File: src/rtl/nmr_seq_ctrl.sv
// CPMG sequence controller: issues one-cycle start requests to the timed states,
// tracks their clk_en feedback, counts echoes and raises early-termination pulses.
module nmr_seq_ctrl #(
    parameter int ECHO_W      = 16,
    parameter int ACK_TIMEOUT = 16
) (
    input  logic              clk_sys,
    input  logic              rst,
    input  logic              seq_go,
    input  logic              seq_abort,
    input  logic [ECHO_W-1:0] echo_num,
    input  logic              noise_en,
    input  logic              clk_en_st1ms,
    input  logic              clk_en_pluse,
    input  logic              clk_en_scale,
    input  logic              clk_en_scan,
    input  logic              clk_en_noise,
    output logic [4:0]        start,
    output logic [3:0]        state_over_in,
    output logic              seq_busy,
    output logic              seq_done,
    output logic              seq_err,
    output logic              acq_trig,
    output logic [ECHO_W-1:0] echo_cnt
);

    localparam int TMO_W = (ACK_TIMEOUT > 1) ? $clog2(ACK_TIMEOUT) : 1;
    localparam logic [TMO_W-1:0] TMO_MAX = TMO_W'(ACK_TIMEOUT - 1);

    typedef enum logic [2:0] {
        S_IDLE    = 3'd0,
        S_ISSUE   = 3'd1,
        S_WAIT_HI = 3'd2,
        S_WAIT_LO = 3'd3,
        S_DRAIN   = 3'd4
    } state_t;

    typedef enum logic [2:0] {
        PH_ST1MS = 3'd0,
        PH_P90   = 3'd1,
        PH_TAU   = 3'd2,
        PH_P180  = 3'd3,
        PH_SCAN  = 3'd4,
        PH_NOISE = 3'd5
    } phase_t;

    // P90 and P180 share the pluse timer channel.
    function automatic logic [4:0] start_vec(input phase_t p);
        case (p)
            PH_ST1MS: start_vec = 5'b00001;
            PH_P90:   start_vec = 5'b00010;
            PH_TAU:   start_vec = 5'b00100;
            PH_P180:  start_vec = 5'b00010;
            PH_SCAN:  start_vec = 5'b01000;
            PH_NOISE: start_vec = 5'b10000;
            default:  start_vec = 5'b00000;
        endcase
    endfunction

    function automatic logic [3:0] over_vec(input phase_t p);
        logic [4:0] s;
        s = start_vec(p);
        over_vec = s[3:0];
    endfunction

    state_t            state_q;
    phase_t            phase_q;
    logic [4:0]        en_q;
    logic              scan_prev_q;
    logic [TMO_W-1:0]  tmo_q;
    logic [ECHO_W-1:0] rem_q;
    logic              noise_q;
    logic              abort_pend_q;
    logic [4:0]        start_q;
    logic [3:0]        over_q;
    logic              busy_q;
    logic              done_q;
    logic              err_q;
    logic              acq_q;
    logic [ECHO_W-1:0] echo_cnt_q;

    logic              en_sel_d;
    logic [ECHO_W-1:0] rem_left_d;
    phase_t            nxt_phase_d;
    logic              fin_d;

    // Feedback of the current phase's timer channel.
    always_comb begin
        en_sel_d = 1'b0;
        case (phase_q)
            PH_ST1MS: en_sel_d = en_q[0];
            PH_P90:   en_sel_d = en_q[1];
            PH_TAU:   en_sel_d = en_q[2];
            PH_P180:  en_sel_d = en_q[1];
            PH_SCAN:  en_sel_d = en_q[3];
            PH_NOISE: en_sel_d = en_q[4];
            default:  en_sel_d = 1'b0;
        endcase
    end

    // Phase that follows the current one once its clk_en has fallen.
    always_comb begin
        nxt_phase_d = PH_ST1MS;
        fin_d       = 1'b0;
        if (phase_q == PH_SCAN) begin
            rem_left_d = rem_q - ECHO_W'(1);
        end else begin
            rem_left_d = rem_q;
        end
        case (phase_q)
            PH_ST1MS: nxt_phase_d = PH_P90;
            PH_P90:   nxt_phase_d = PH_TAU;
            PH_P180:  nxt_phase_d = PH_SCAN;
            PH_TAU, PH_SCAN: begin
                if (rem_left_d != '0) begin
                    nxt_phase_d = PH_P180;
                end else if (noise_q) begin
                    nxt_phase_d = PH_NOISE;
                end else begin
                    fin_d = 1'b1;
                end
            end
            PH_NOISE: fin_d = 1'b1;
            default:  fin_d = 1'b1;
        endcase
    end

    // Sequencer FSM with registered outputs.
    always_ff @(posedge clk_sys or posedge rst) begin
        if (rst) begin
            state_q      <= S_IDLE;
            phase_q      <= PH_ST1MS;
            en_q         <= 5'b00000;
            scan_prev_q  <= 1'b0;
            tmo_q        <= '0;
            rem_q        <= '0;
            noise_q      <= 1'b0;
            abort_pend_q <= 1'b0;
            start_q      <= 5'b00000;
            over_q       <= 4'b0000;
            busy_q       <= 1'b0;
            done_q       <= 1'b0;
            err_q        <= 1'b0;
            acq_q        <= 1'b0;
            echo_cnt_q   <= '0;
        end else begin
            en_q        <= {clk_en_noise, clk_en_scan, clk_en_scale, clk_en_pluse, clk_en_st1ms};
            scan_prev_q <= en_q[3];
            acq_q       <= busy_q & en_q[3] & ~scan_prev_q;
            start_q     <= 5'b00000;
            over_q      <= 4'b0000;
            done_q      <= 1'b0;
            case (state_q)
                S_IDLE: begin
                    if (seq_go) begin
                        rem_q        <= echo_num;
                        noise_q      <= noise_en;
                        echo_cnt_q   <= '0;
                        err_q        <= 1'b0;
                        busy_q       <= 1'b1;
                        abort_pend_q <= 1'b0;
                        phase_q      <= PH_ST1MS;
                        start_q      <= start_vec(PH_ST1MS);
                        state_q      <= S_ISSUE;
                    end else begin
                        state_q <= S_IDLE;
                    end
                end
                S_ISSUE: begin
                    // An abort seen here is acted on from WAIT_HI.
                    abort_pend_q <= seq_abort;
                    tmo_q        <= '0;
                    state_q      <= S_WAIT_HI;
                end
                S_WAIT_HI: begin
                    if (seq_abort || abort_pend_q || (!en_sel_d && tmo_q == TMO_MAX)) begin
                        over_q       <= over_vec(phase_q);
                        err_q        <= 1'b1;
                        abort_pend_q <= 1'b0;
                        state_q      <= S_DRAIN;
                    end else if (en_sel_d) begin
                        state_q <= S_WAIT_LO;
                    end else begin
                        tmo_q <= tmo_q + TMO_W'(1);
                    end
                end
                S_WAIT_LO: begin
                    if (seq_abort) begin
                        over_q  <= over_vec(phase_q);
                        err_q   <= 1'b1;
                        state_q <= S_DRAIN;
                    end else if (!en_sel_d) begin
                        if (phase_q == PH_SCAN) begin
                            rem_q <= rem_left_d;
                            if (echo_cnt_q != '1) begin
                                echo_cnt_q <= echo_cnt_q + ECHO_W'(1);
                            end
                        end
                        if (fin_d) begin
                            done_q  <= 1'b1;
                            busy_q  <= 1'b0;
                            state_q <= S_IDLE;
                        end else begin
                            phase_q <= nxt_phase_d;
                            start_q <= start_vec(nxt_phase_d);
                            state_q <= S_ISSUE;
                        end
                    end else begin
                        state_q <= S_WAIT_LO;
                    end
                end
                S_DRAIN: begin
                    if (en_q == 5'b00000) begin
                        done_q  <= 1'b1;
                        busy_q  <= 1'b0;
                        state_q <= S_IDLE;
                    end else begin
                        state_q <= S_DRAIN;
                    end
                end
                default: begin
                    busy_q  <= 1'b0;
                    state_q <= S_IDLE;
                end
            endcase
        end
    end

    assign start         = start_q;
    assign state_over_in = over_q;
    assign seq_busy      = busy_q;
    assign seq_done      = done_q;
    assign seq_err       = err_q;
    assign acq_trig      = acq_q;
    assign echo_cnt      = echo_cnt_q;

endmodule

File: config.mk
export PLATFORM = sky130hd
export DESIGN_NAME = nmr_seq_ctrl
export DESIGN_NICKNAME = d
export VERILOG_FILES = /design/src/rtl/nmr_seq_ctrl.sv
export SDC_FILE = /design/constraint.sdc
export NUM_CORES = 1
export LEC_CHECK = 0
export ABC_AREA = 1
export CAP_MARGIN = 20
export CORE_MARGIN = 4
export CORE_UTILIZATION = 50
export CTS_BUF_LIST = sky130_fd_sc_hd__clkbuf_2
export CTS_CLUSTER_SIZE = 24
export DETAILED_ROUTE_END_ITERATION = 7
export PLACE_DENSITY = 0.75
export SLEW_MARGIN = 10
export SYNTH_ARGS = -nofsm -noshare
export SYNTH_HDL_FRONTEND = slang
export SYNTH_SLANG_ARGS = --single-unit
export TNS_END_PERCENT = 5
File: constraint.sdc
create_clock -name clk_sys -period 3.3 [get_ports clk_sys]
set_clock_uncertainty 0.2 [all_clocks]
set_input_delay 0.825 -clock clk_sys [delete_from_list [all_inputs] [get_ports clk_sys]]
set_output_delay 0.825 -clock clk_sys [all_outputs]
set_load 0.02 [all_outputs]
# [Word level (Yosys, flattened, before mapping)]
# Cells that the tools add are included.
[classes] addsub=3 mul=0 n_div=0 n_lt_le_gt_ge=0 n_eq_ne=29 shift=0 muxes=62 n_bitwise=4 n_reduce_logical=26
[op_table] operator="$mux W16" n=10
[op_table] operator="$pmux W16 S2" n=2
[op_table] operator="$mux W3" n=11
[op_table] operator="$pmux W5 S5" n=1
[op_table] operator="$ne A2 B2 Y1 const B" n=12
[op_table] operator="$pmux W4 S5" n=1
[op_table] operator="$eq A3 B2 Y1 const B" n=6
[op_table] operator="$mux W1" n=18
[op_table] operator="$add A16 B1 Y16 const B" n=1
[op_table] operator="$mux W4" n=4
[op_table] operator="$ne A16 B16 Y1 const B" n=1
[op_table] operator="$pmux W4 S2" n=2
[op_table] operator="$reduce_bool A16 Y1" n=1
[op_table] operator="$sub A16 B1 Y16 const B" n=1
[op_table] operator="$eq A3 B3 Y1 const B" n=5
[op_table] operator="$mux W5" n=3
[op_table] operator="$pmux W3 S5" n=1
[op_table] operator="$pmux W3 S4" n=1
[op_table] operator="$reduce_and A6 Y1" n=2
[op_table] operator="$pmux W5 S2" n=1
[op_table] operator="$reduce_and A5 Y1" n=2
[op_table] operator="$eq A3 B1 Y1 const B" n=3
[op_table] operator="$logic_not A3 Y1" n=3
[op_table] operator="$reduce_or A2 Y1" n=4
[op_table] operator="20 further kinds" n=28
[totals] reg_bits=63 latch_bits=0 mem_bits_rw=0 romBits=0 input_bits=26 out_inout_bits=29 wordCells=139 mem_count=0

# [Depth between registers and ports, before layout]
# Gate-level depths: netlist (run 1).
[depth] ltp_word=12 mapped_depth=19 depth_no_buf=19

# [Worst setup path after synthesis (run 1)]
# No wires, ideal clock.
[synth_timing] kind="input to register" startpoint="in seq_go" endpoint="reg rem_q[14]" setup_time_ns=0.130 t_arrival_ns=1.979 required_ns=2.970 slack_ns=0.991 cell_stages=9 path_buffers=1 cell_sequence="or2_2 o21ai_0 nand3b_1 inv_1 nand2_1 inv_2 buf_4 o211ai_1 o21ai_0"
[synth_via] elab_chain_cells=2
[synth_rtl] item="from (decl)" line="9" source="input logic seq_go,"
[synth_rtl] item="$ne A2 B2 Y1 (no source line)"
[synth_rtl] item="$reduce_and A5 Y1 (no source line)"
[synth_rtl] item="to (signal assigned)" line="156" source="rem_q <= echo_num;"
[synth_rtl] item="to (signal assigned)" line="194" source="rem_q <= rem_left_d;"
[synth_rtl] item="to (decl)" line="71" source="logic [ECHO_W-1:0] rem_q;"
# Every way passes these cells.
# A chain may end at the register's enable or synchronous reset.

# [Final worst setup path (run 1)]
[layout_timing] startpoint="reg echo_cnt_q[13], in the netlist echo_cnt[13]" endpoint="out echo_cnt[13]"
[layout_rtl] item="from (decl)" line="80" source="logic [ECHO_W-1:0] echo_cnt_q;"
[layout_rtl] item="from (signal assigned)" line="196" source="echo_cnt_q <= echo_cnt_q + ECHO_W'(1);"
[layout_rtl] item="to (decl)" line="24" source="output logic [ECHO_W-1:0] echo_cnt"
# No word-level cell between the ends.

==> out/results.ini, run 1 <==
[cts]
cts_setup_buffers=0
post_cts_resized=0
cts-htree-levels=3
insertion_delay_ps=530
cts_inserted_buffers=9
cts_buffer_depth=2
cts.sinks=63
path_clk_slew_ps=200
postCtsHoldBufs=0
cts_tree=done
root_buffer=clkbuf_2

[global_route]
antenna_found_initial=0
track_usage_pct=21.97
globalRouteOverflowTotal=0
grt_pass1_wl_mm=15.05
grt_max_degree=28
grt_pass1_vias=3313

[synth]
synth_warnings=0
synth_seq_cells=63
synth_area_leaders=dfrtp_1 (44%), nand2_1 (14%), nor2_1 (6.2%)
ys.flop_type=dfrtp_1
synth_cell_types=39
synth_top_family_by_area=simple AND/OR/NAND/NOR gates
synth_compound_area_share_pct=12.04
synth_area_leader_cell=dfrtp_1
synthAdderAreaFrac_pct=1.053
async_flop_share_pct=100.0
synth_top_area_share_pct=44.23
synth.area.mux_share_pct=0
synth_edf_count=0
synth-xor-area-share_pct=0.9828
syn_inst=482
synth-simple-area-share_pct=34.75
synth_area_per_cell_um2=7.396
syn_area_mm2=0.003565
syn_nets=511
yosysSeqAreaShare_pct=44.23

[critical_path]
crit_cells=1
slowest_stage=clkdlybuf4s50_1
cp_cell_sequence=clkdlybuf4s50_1
crit_end=echo_cnt[13]
max_stage_delay_ps=670
ff2ff_path_depth=18
critPathCaptureType=output pin
timing.rr.end=seq_busy
path_max_fanout=6
reg2reg_slack_ps=600
r2r-start=phase_q[1]
path_class=reg -> out
cp-start-kind=flip-flop
cp_num_buf_inv=1
critPathLaunch=echo_cnt[13]
path_delay_family=buffers and inverters
critPathArrivalTime_ps=1680
cp.required_ps=2270

[drt]
vias=3403
viasPerCell=5.284
firstDrtPassIters=5
drt_iter0_drc=187
drc_errors=0
routed_wl_mm=8.622
avgRoutedWirePerCell_um=13.39
ant_nets=0

[power_and_ir_drop]
power_density_mw_per_mm2=696.8
leakage_nw=1.995
vdd_drop_max_mv=0.4631

[cells_and_area]
multi_input_area_mm2=0.001740
final_cell_area_mm2=0.004352
layout.nets=572
layout.area.seq_mm2=0.001577
n_fill_cell=618
antenna_cells=0
area_growth_pct=22.08
drive_gt1_share_pct=8.394

[worst_hold_path]
hold_class=reg -> reg

[run_status]
status=finished, final reports clean

[place]
gp_congestion=0.9377
place_ws_ps=451.5
place_area_mm2=0.004210
port_buffers=54
hpwl_mm=6.413

[floorplan]
die-area_mm2=0.008544
die_width_um=92.44
core_area_mm2=0.006869
die_h_um=92.44
io-pin-count=55
rows=30
initial_utilization_pct=51.89

[timing]
rsz0062_at_grt=false
worst_pin_slew_ps=626.5
period_minus_slack_ps=2707
fmax_mhz=369.4
post-route-period-util_pct=82.03
relSlewSlack_pct=57.79
whs_ps=211.1
setup_ws_ps=592.9
hold_viol=0
setup_violations=0
setup_tns_ps=0
slew_viol_final=0

[job]
cap_violations=0

## power by group
| group | internal (W) | total (W) | switching, W |
|---|---|---|---|
| clock network | 0.000251 | 0.000567 | 0.000315 |
| logic | 0.000457 | 0.00135 | 0.000897 |
| registers | 0.000950 | 0.00111 | 0.000161 |
| total | 0.00166 | 0.00303 | 0.00137 |
## how the worst min path moves through the flow
stage,startpoint,end,depth (start not counted)
6_report,scan_prev_q,acq_trig,1
5_1_grt,scan_prev_q,acq_trig,1
3_5_place_dp,scan_prev_q,acq_trig,1
4_1_cts,scan_prev_q,acq_trig,1
2_1_floorplan,scan_prev_q,acq_trig,1
3_3_place_gp,scan_prev_q,acq_trig,1
## synth_stat cells (3+ instances only)
| cell type | number |
|---|---|
| buf_2 | 3 |
| ha_1 | 3 |
| nand3_2 | 3 |
| nand3_1 | 40 |
| a21oi_1 | 19 |
| inv_2 | 5 |
| o21ai_0 | 37 |
| nand2_1 | 129 |
| nor2_1 | 59 |
| inv_1 | 49 |
| dfrtp_1 | 63 |
| o31ai_1 | 4 |
| nor3_1 | 14 |
| o211ai_1 | 8 |
| nor2_2 | 6 |
| xor2_1 | 4 |
| nand4_1 | 8 |
## routing by layer
metal	global-route usage [%]	vias to the layer above	routed length, µm	part of all wire (%)
met5	0	-	0	0
met4	9.530	0	196	2.3
met3	5.118	18	552	6.4
met2	34.32	114	3964	46
met1	29.16	1556	3908	45
li1	-	1715	-	-
## through the flow
| step | util [%] | power (W) | instances |
|---|---|---|---|
| global route | 63.35 | 0.003313 | 644 |
| global placement | 61.29 | 0.002431 | 628 |
| finish | 63.35 | 0.003032 | 644 |
| detailed placement | 61.29 | 0.002475 | 628 |
| floorplan | - | 0.002115 | 482 |
| CTS | 63.35 | 0.003044 | 644 |
## kinds of logic after synthesis
logic type / count (synthesis)
simple gates: 275
fa+ha+maj: 3
xor+xnor: 4
flops: 63
compound gates: 75
buf+inv: 62
## cells in the final DEF, fill, tap and decap left out, types with 2 or more instances in the layout
master / n
nor2_2: 6
nor2_1: 59
nand3_2: 3
o31ai_1: 4
inv_2: 6
bufinv_16: 2
dfrtp_1: 63
o21ai_0: 37
nand4_1: 8
a21oi_1: 19
buf_4: 4
inv_1: 48
xor2_1: 4
nor2_4: 2
nor3_1: 14
nor4_1: 2
clkinvlp_4: 2
ha_1: 3
clkbuf_2: 9
clkdlybuf4s50_1: 54
or2_2: 2
nor3_2: 2
nand3_1: 40
o211ai_1: 8
nand2_1: 129
nand2_2: 2
## area by class of cell
cell class / count / area share [%]
Multi-Input combinational cell: 357 / 39.99
Sequential cell: 63 / 36.23
Timing Repair Buffer: 58 / 13.11
Inverter: 54 / 4.658
Tap cell: 96 / 2.760
Clock inverter: 7 / 2.214
Clock buffer: 9 / 1.035
## flip-flops by register name, summed over array words and instances (netlist names), 3 cells and up
register,flops
phase_q,3
start,5
state_q,3
rem_q,16
echo_cnt,16
en_q,5
state_over_in,4
tmo_q,4
No activity file was read; power rests on OpenSTA's default activity.
==> run 2, diff against run 1 <==
--- a/config.mk
+++ b/config.mk
@@ -12,7 +12,7 @@
 export CTS_BUF_LIST = sky130_fd_sc_hd__clkbuf_2
 export CTS_CLUSTER_SIZE = 24
 export DETAILED_ROUTE_END_ITERATION = 7
-export PLACE_DENSITY = 0.75
+export PLACE_DENSITY = 0.78
 export SLEW_MARGIN = 10
 export SYNTH_ARGS = -nofsm -noshare
 export SYNTH_HDL_FRONTEND = slang
==> constraint.sdc (replaced) <==
create_clock -name clk_sys -period 2.28 [get_ports clk_sys]
set_clock_uncertainty 0.2 [all_clocks]
set_input_delay 0.57 -clock clk_sys [delete_from_list [all_inputs] [get_ports clk_sys]]
set_output_delay 0.57 -clock clk_sys [all_outputs]
set_load 0.02 [all_outputs]
==> run 2 against run 1 <==
The flow now finishes with violations (setup timing). Wire length is 13% higher. Via count is 9.9% higher. Combinational power is 110% higher. Clock-buffer cell count stayed put. Global-route usage is 1.8 points higher. Die area stayed put. Core utilization is 8.9 points higher. Power is 65% higher. Critical path type is now reg -> reg. Highest routed layer unchanged.
==> out/results.ini, run 2 (synthesis results as in run 1) <==
[global_route]
grt_max_degree=31
grt_pass1_wl_mm=16.46
track_usage_pct=23.76
grt_pass1_vias=3710
globalRouteOverflowTotal=0
antenna_found_initial=0

[floorplan]
io-pin-count=55
die_width_um=92.44
rows=30
core_area_mm2=0.006869
die-area_mm2=0.008544
die_h_um=92.44
initial_utilization_pct=51.89

[critical_path]
ff2ff_path_depth=13
max_stage_delay_ps=460
path_class=reg -> reg
slowest_stage=dfrtp_1
reg2reg_slack_ps=-110
cp_cell_sequence=inv_2 > ha_4 > nand3_4 > nor2_4 > nand4_1 > xor2_1 > nand2_1 > nor2_2 > nand3_2 > nand2_4 > nand2_4 > a21oi_2 > nor2_1
cpMostUsedCell=nand2_4
timing.rr.end=state_q[0]
r2r-start=rem_q[1]
path_max_fanout=5
critPathArrivalTime_ps=2640
cp-start-kind=flip-flop
cp.required_ps=2530
critPathCaptureType=flip-flop

[timing]
setup_tns_ps=-743.9
setup_violations=9
worst_pin_slew_ps=408.5
fmax_mhz=417.9
relSlewSlack_pct=72.67
post-route-period-util_pct=105.0
period_minus_slack_ps=2393
whs_ps=122.7
slew_viol_final=0
rsz0062_at_grt=true
setup_ws_ps=-113.0
hold_viol=0

[drt]
avgRoutedWirePerCell_um=13.77
dr_wl_met3_um=546
viasPerCell=5.299
drt_iter0_drc=184
maxUsedRoutingLayer=met4
met2_length_mm=4.621
drc_errors=0
ant_nets=0
firstDrtPassIters=5
vias=3741
wirelength_met1_mm=4.364
routed_wl_mm=9.722

[cells_and_area]
layout.nets=634
post-route-util_pct=72.24
layout_commonest_cell=nand2_1
antenna_cells=0
area_growth_pct=39.21
final_cell_mix=nand2_1 (120), buf_4 (61), dfrtp_1 (58), nor2_1 (53), inv_1 (44)
drive_gt1_share_pct=23.44

[power_and_ir_drop]
vdd_drop_max_mv=0.5421
power_density_mw_per_mm2=1009
p_total_w=0.005007
leakage_nw=2.538

[run_status]
violations=setup timing
status=finished, violations left

[cts]
cts_buffer_depth=2
cts.sinks=63
insertion_delay_ps=530
cts-htree-levels=3
cts_inserted_buffers=9
cts_tree=done
path_clk_slew_ps=210
root_buffer=clkbuf_2

[job]
cap_violations=0

[place]
hpwl_mm=6.964
port_buffers=54
gp_congestion=0.9417

[worst_hold_path]
hold_class=in -> async

run 2: changes by cell type in the layout (fill, tap and decap cells not counted), sizes merged:
cell / delta
buf: +61
clkdlybuf4s50: -27
dlygate4sd2: +20
dlymetal6s2s: +7
bufinv: -2
clkinv: +2
nor2: +1
run 2: area by class of cell:
| class | count | area (µm²) |
|---|---|---|
| Sequential cell | 63 | 1583 |
| Multi-Input combinational cell | 358 | 1902 |
| Timing Repair Buffer | 119 | 1054 |
| Clock inverter | 7 | 47.55 |
| Inverter | 54 | 211.5 |
| Fill cell | 537 | 1907 |
| Clock buffer | 9 | 45.04 |
| Tap cell | 96 | 120.1 |
run 2: routing by layer:
| metal | vias up | global-route usage (%) |
|---|---|---|
| met3 | 24 | 4.468 |
| met2 | 129 | 38.19 |
| met1 | 1749 | 31.34 |
| met5 | - | 0 |
| li1 | 1839 | - |
| met4 | 0 | 10.27 |
run 2: per-stage QoR:
stage | instance area, µm² | instances | setup slack [ps]
floorplan | 3568 | 482 | 100.7
finish | 4962 | 706 | -113.0
global route | 4962 | 706 | -280.2
global placement | 4674 | 686 | -166.2
CTS | 4817 | 704 | -106.3
detailed placement | 4674 | 686 | -239.8
run 2: report_power, final:
part / switching, W / total [W] / internal [W]
sequential: 0.000250 / 0.00163 / 0.00138
combinational: 0.00158 / 0.00277 / 0.00119
clock: 0.000465 / 0.000611 / 0.000145
total: 0.00229 / 0.00501 / 0.00271
run 2: worst max-delay path: cells and delay by family (launching register included):
family	cells	cell delay [ps]
simple gates	9	1020
buf+inv	1	90
compound gates	1	140
fa+ha+maj	1	160
xor+xnor	1	230
flops	1	460
run 2: what timing repair did:
item | 4_1_cts | 5_1_grt
pin swaps | 3 | 14
cloned | 1 | 0
setup endpoints to repair | 39 | 58
gates resized for setup | 39 | 41
hold buffers | 0 | 0
setup buffers | 1 | 2
run 2: worst max path at each step:
stage,from,endpoint,slack [ps],cells after the start
2_1_floorplan,rem_q[0],start[1],100,16
3_3_place_gp,seq_go,echo_cnt[11],-170,11
3_5_place_dp,seq_go,echo_cnt[12],-240,9
4_1_cts,phase_q[1],seq_busy,-110,17
5_1_grt,phase_q[1],state_q[0],-280,16
6_report,rem_q[1],state_q[0],-110,13
